<file path="src/rtl/rv32v_write_packer.sv">
// Packs SEW8/16/32 lane beats into one 4-bank line with byte enables; wr_valid 1 cycle after completion.
// Backpressure: line held in FULL with in_ready=0 until wr_ready; no bypass from input to write port.
package rv32v_write_packer_pkg;
  typedef logic [31:0] word_t;
  typedef enum logic [1:0] {SEW8 = 2'd0, SEW16 = 2'd1, SEW32 = 2'd2} vsew_t;
endpackage

module rv32v_write_packer
  import rv32v_write_packer_pkg::*;
(
  input  logic            CLK,
  input  logic            nRST,
  input  logic            in_valid,
  output logic            in_ready,
  input  word_t     [3:0] lane_dat,
  input  logic      [3:0] lane_en,
  input  vsew_t           veew,
  input  logic            in_last,
  input  logic            flush,
  output logic            wr_valid,
  input  logic            wr_ready,
  output word_t     [3:0] wr_dat,
  output logic     [15:0] wr_byte_en
);

  localparam logic [1:0] S_EMPTY = 2'd0;
  localparam logic [1:0] S_FILL  = 2'd1;
  localparam logic [1:0] S_FULL  = 2'd2;

  logic [1:0]       r_state;
  logic [1:0]       r_beat_cnt;
  vsew_t            r_line_eew;
  logic [15:0][7:0] r_buf;
  logic [15:0]      r_be;

  logic             w_acc;
  vsew_t            w_eew;
  logic             w_done;
  logic [15:0][7:0] w_buf_nxt;
  logic [15:0]      w_be_nxt;

  assign in_ready   = (r_state != S_FULL);
  assign wr_valid   = (r_state == S_FULL);
  assign wr_dat     = r_buf;
  assign wr_byte_en = r_be;
  assign w_acc      = in_valid && in_ready;

  // The first beat of a line uses the live width; later beats use the latched one.
  assign w_eew = (r_state == S_EMPTY) ? veew : r_line_eew;

  always_comb begin
    w_done = in_last;
    case (w_eew)
      SEW8:    if (r_beat_cnt == 2'd3) w_done = 1'b1;
      SEW16:   if (r_beat_cnt[0])      w_done = 1'b1;
      default: w_done = 1'b1;
    endcase
  end

  // Byte index is {bank, byte}; each width maps lane/beat bits straight onto it.
  always_comb begin
    w_buf_nxt = r_buf;
    w_be_nxt  = r_be;
    for (int i = 0; i < 4; i++) begin
      if (lane_en[i]) begin
        case (w_eew)
          SEW8: begin
            w_buf_nxt[{r_beat_cnt, 2'(i)}] = lane_dat[i][7:0];
            w_be_nxt[{r_beat_cnt, 2'(i)}]  = 1'b1;
          end
          SEW16: begin
            for (int j = 0; j < 2; j++) begin
              w_buf_nxt[{r_beat_cnt[0], 2'(i), 1'(j)}] = lane_dat[i][8*j +: 8];
              w_be_nxt[{r_beat_cnt[0], 2'(i), 1'(j)}]  = 1'b1;
            end
          end
          default: begin
            for (int j = 0; j < 4; j++) begin
              w_buf_nxt[{2'(i), 2'(j)}] = lane_dat[i][8*j +: 8];
              w_be_nxt[{2'(i), 2'(j)}]  = 1'b1;
            end
          end
        endcase
      end
    end
  end

  always_ff @(posedge CLK) begin
    if (!nRST) begin
      r_state    <= S_EMPTY;
      r_beat_cnt <= 2'd0;
      r_line_eew <= SEW32;
      r_buf      <= '0;
      r_be       <= '0;
    end else begin
      case (r_state)
        S_EMPTY, S_FILL: begin
          if (w_acc) begin
            r_buf <= w_buf_nxt;
            r_be  <= w_be_nxt;
            if (r_state == S_EMPTY) r_line_eew <= veew;
            if (w_done || flush) begin
              r_state <= S_FULL;
            end else begin
              r_state    <= S_FILL;
              r_beat_cnt <= r_beat_cnt + 2'd1;
            end
          end else if (flush && r_state == S_FILL) begin
            r_state <= S_FULL;
          end
        end
        S_FULL: begin
          if (wr_ready) begin
            r_state    <= S_EMPTY;
            r_beat_cnt <= 2'd0;
            r_buf      <= '0;
            r_be       <= '0;
          end
        end
        default: r_state <= S_EMPTY;
      endcase
    end
  end

endmodule
</file>
<file path="config.mk">
export PLATFORM = sky130hd
export DESIGN_NAME = rv32v_write_packer
export DESIGN_NICKNAME = d
export VERILOG_FILES = /design/src/rtl/rv32v_write_packer.sv
export SDC_FILE = /design/constraint.sdc
export NUM_CORES = 1
export LEC_CHECK = 0
export CAP_MARGIN = 30
export CORE_MARGIN = 2
export CORE_UTILIZATION = 49
export DETAILED_ROUTE_END_ITERATION = 16
export GPL_TIMING_DRIVEN = 0
export HOLD_SLACK_MARGIN = 0.08
export PLACE_DENSITY = 0.83
export SYNTH_ARGS = -nofsm -noshare
export SYNTH_HDL_FRONTEND = slang
export SYNTH_SLANG_ARGS = --single-unit
</file>
<file path="constraint.sdc">
create_clock -name CLK -period 7 [get_ports CLK]
set_input_delay 1.4 -clock CLK [delete_from_list [all_inputs] [get_ports CLK]]
set_output_delay 1.4 -clock CLK [all_outputs]
set_load 0.005 [all_outputs]
</file>
==> impl_metrics.ini <==
[status]
status = finished clean

[sta]
relSlewSlack = 0.250
setup-tns-final_ns = 0
rsz0062_at_grt = false
worst_pin_slew_ns = 1.12
setup_viol = 0
finalHoldViolCount = 0
skew_ns = 0.0106
fmax_mhz = 240
finalWorstSetupSlack_ns = 2.83
slew_violations = 0
period_needed_ns = 4.17
fin_crit_sh = 0.595

[min_path]
holdPathStages = 2
worstHoldStart = wr_byte_en[3]
hold_class = register to register
hold_end = wr_byte_en[3]

[die]
die_area_um2 = 20000
ios = 286
core_um2 = 18600
rows = 50
start_util = 0.497
die-width_um = 141
die_h_um = 141

[synthesis]
synth_top_area_frac = 0.325
synthTopCellsByArea = dfxtp_1 33%, o21ai_0 5.0%, a21oi_1 4.9%
synth_flop_cell = dfxtp_1
yosys_warnings = 0
yosys.area.top_type = dfxtp_1
syn_inst = 1153
synth_edf_count = 0
postSynthAreaPerCell_um2 = 8.01
synth-async-reset-ratio = 0
netlist_area_um2 = 9240
synth_seq_area_share = 0.325
syn_nets = 1297
synthDistinctLibCells = 80
synth_seq_cells = 150

[cts]
post-cts-setup-buffers = 0
htree_levels = 4
tritoncts = yes
clk_path_buf_depth = 2
cts.sinks = 150
insertion_delay_ns = 0.45
cts_resized = 0
ctsHoldBuffers = 0
clk_pin_slew_ns = 0.06
cts_root_buffer = clkbuf_16
cts_inserted_buffers = 17

[placed_design]
place_area_um2 = 12400
pre_cts_ws_ns = 2.68
dp.cells = 1673
dpl.hpwl_um = 35700
gp_congestion = 1.06
placement.io_buffers = 284

[final_layout]
layout.cells.non_filler = 1706
fin_nets = 1602
area_growth_pct = 40.2
drive_above_1_share = 0.0673
final_area_um2 = 12900

[critical_path]
path_max_fanout = 10
cp-start-kind = input port
r2r_slack_ns = 3.48
endpoint_kind = register
worst_r2r_endpoint = wr_dat[25]
slowest_stage = clkbuf_1
r2r_cells = 9
rr_startpoint = r_beat_cnt[0]
slowest_delay_ns = 0.64
path_class = input port to register
critPathArrivalTime_ns = 4.53
cp_cell_sequence = clkdlybuf4s50_1 -> nand2b_1 -> nor2_1 -> clkbuf_1 -> clkbuf_1 -> o221ai_1 -> o21ai_0
cp.required_ns = 7.36
cpMostUsedCell = clkbuf_1

[global_routing]
grt-ovfl-total = 0
antenna_found_initial = 1
grt_max_degree = 17
grt_pass1_wl_um = 70400
grt.total_usage = 0.470
grt_pass1_vias = 11600

[pwr]
powerDensity_nw_per_um2 = 203
ir_drop_uv = 177
p_leak_nw = 4.52

[flow_run]
maxCapViolCount = 0

[route]
drtIter0Drc = 1627
ant_nets = 0
routed_wl_um = 48400
via_per_inst = 7.17
drc = 0
wl_per_cell_um = 28.4
firstDrtPassIters = 7
vias = 12200
[worst max-delay path, delay by kind of cell]
| family | cells | cell delay, ns |
|---|---|---|
| AOI/OAI and AO/OA | 2 | 0.62 |
| and+or+nand+nor | 2 | 0.74 |
| buffers and inverters | 3 | 1.76 |
[cell families (layout without fill, tap and decap cells)]
logic type      after synthesis  count (layout)  share of synthesized area
simple gates                312             312                      0.168
compound gates              486             486                      0.376
fa+ha+maj                     4               4                    0.00542
other cells                   0               2                          0
mux                          52              52                     0.0577
buf+inv                     149             466                     0.0681
flops                       150             150                      0.325
[placed cells by master (no fill, tap or decap), types with 16 or more instances in the layout]
master           count
o2bb2ai_1           16
o21ai_0             93
buf_2               33
nand2_1             56
nor2_1              73
clkdlybuf4s50_1    284
nand3_1             41
clkbuf_1            64
mux2i_1             42
and3_1              30
a32oi_1             32
inv_1               45
o31ai_1             17
a21oi_1             90
dfxtp_1            150
nor3_1              50
a31oi_1             19
o22ai_1             16
clkbuf_16           17
a211oi_1            18
[synth_stat cells, drive strengths merged (18+ instances only)]
cell type  number
and3           30
nor2           77
nor3           50
nand3          42
buf            39
a31oi          20
dfxtp         150
o31ai          18
mux2i          42
o21ai          97
inv            45
nand2          56
clkbuf         63
a211oi         19
a32oi          32
a21oi          92
[stage by stage]
| step | hold WS, ns | util | total power [mW] |
|---|---|---|---|
| global placement | 0.436 | 0.666 | 1.68 |
| floorplan | 0.442 | - | 1.30 |
| finish | 0.450 | 0.697 | 2.63 |
| detailed placement | 0.440 | 0.667 | 1.69 |
| CTS | 0.449 | 0.697 | 2.58 |
| global route | 0.468 | 0.697 | 2.68 |
[sequential cells by signal (all words and copies together) (netlist names)]
| signal | flops |
|---|---|
| r_line_eew | 2 |
| wr_dat | 128 |
| r_beat_cnt | 2 |
| r_state | 2 |
| wr_byte_en | 16 |
[power by group]
part	leakage [nW]	internal, mW	switching [mW]	total, mW
clock network	0.252	0.492	0.429	0.921
registers	1.22	0.912	0.0469	0.959
logic	3.04	0.317	0.432	0.750
[worst max-delay path by stage]
stage                  start          to
detailed placement  in_valid  wr_dat[29]
finish              in_valid  wr_dat[29]
global route        in_valid  wr_dat[29]
CTS                 in_valid  wr_dat[29]
global placement    in_valid  wr_dat[29]
floorplan            veew[1]  wr_dat[22]
[routing by layer]
layer / up-vias / wire (um) / GRT usage
met5: - / 0 / 0
met4: 0 / 3440 / 0.294
met3: 293 / 7420 / 0.163
met2: 1187 / 20200 / 0.705
met1: 5659 / 17300 / 0.577
li1: 5099 / - / -
[layout make-up]
class,instances,area [um^2]
clock inverters,13,124
inverters,47,176
well taps,234,293
diodes,2,5.00
flip-flops and latches,150,3000
multi-input cells,854,5610
fillers,1598,5630
repair buffers,286,2860
clock buffers,18,429
plain buffers,102,453
Power figures use the tool's default switching activity.
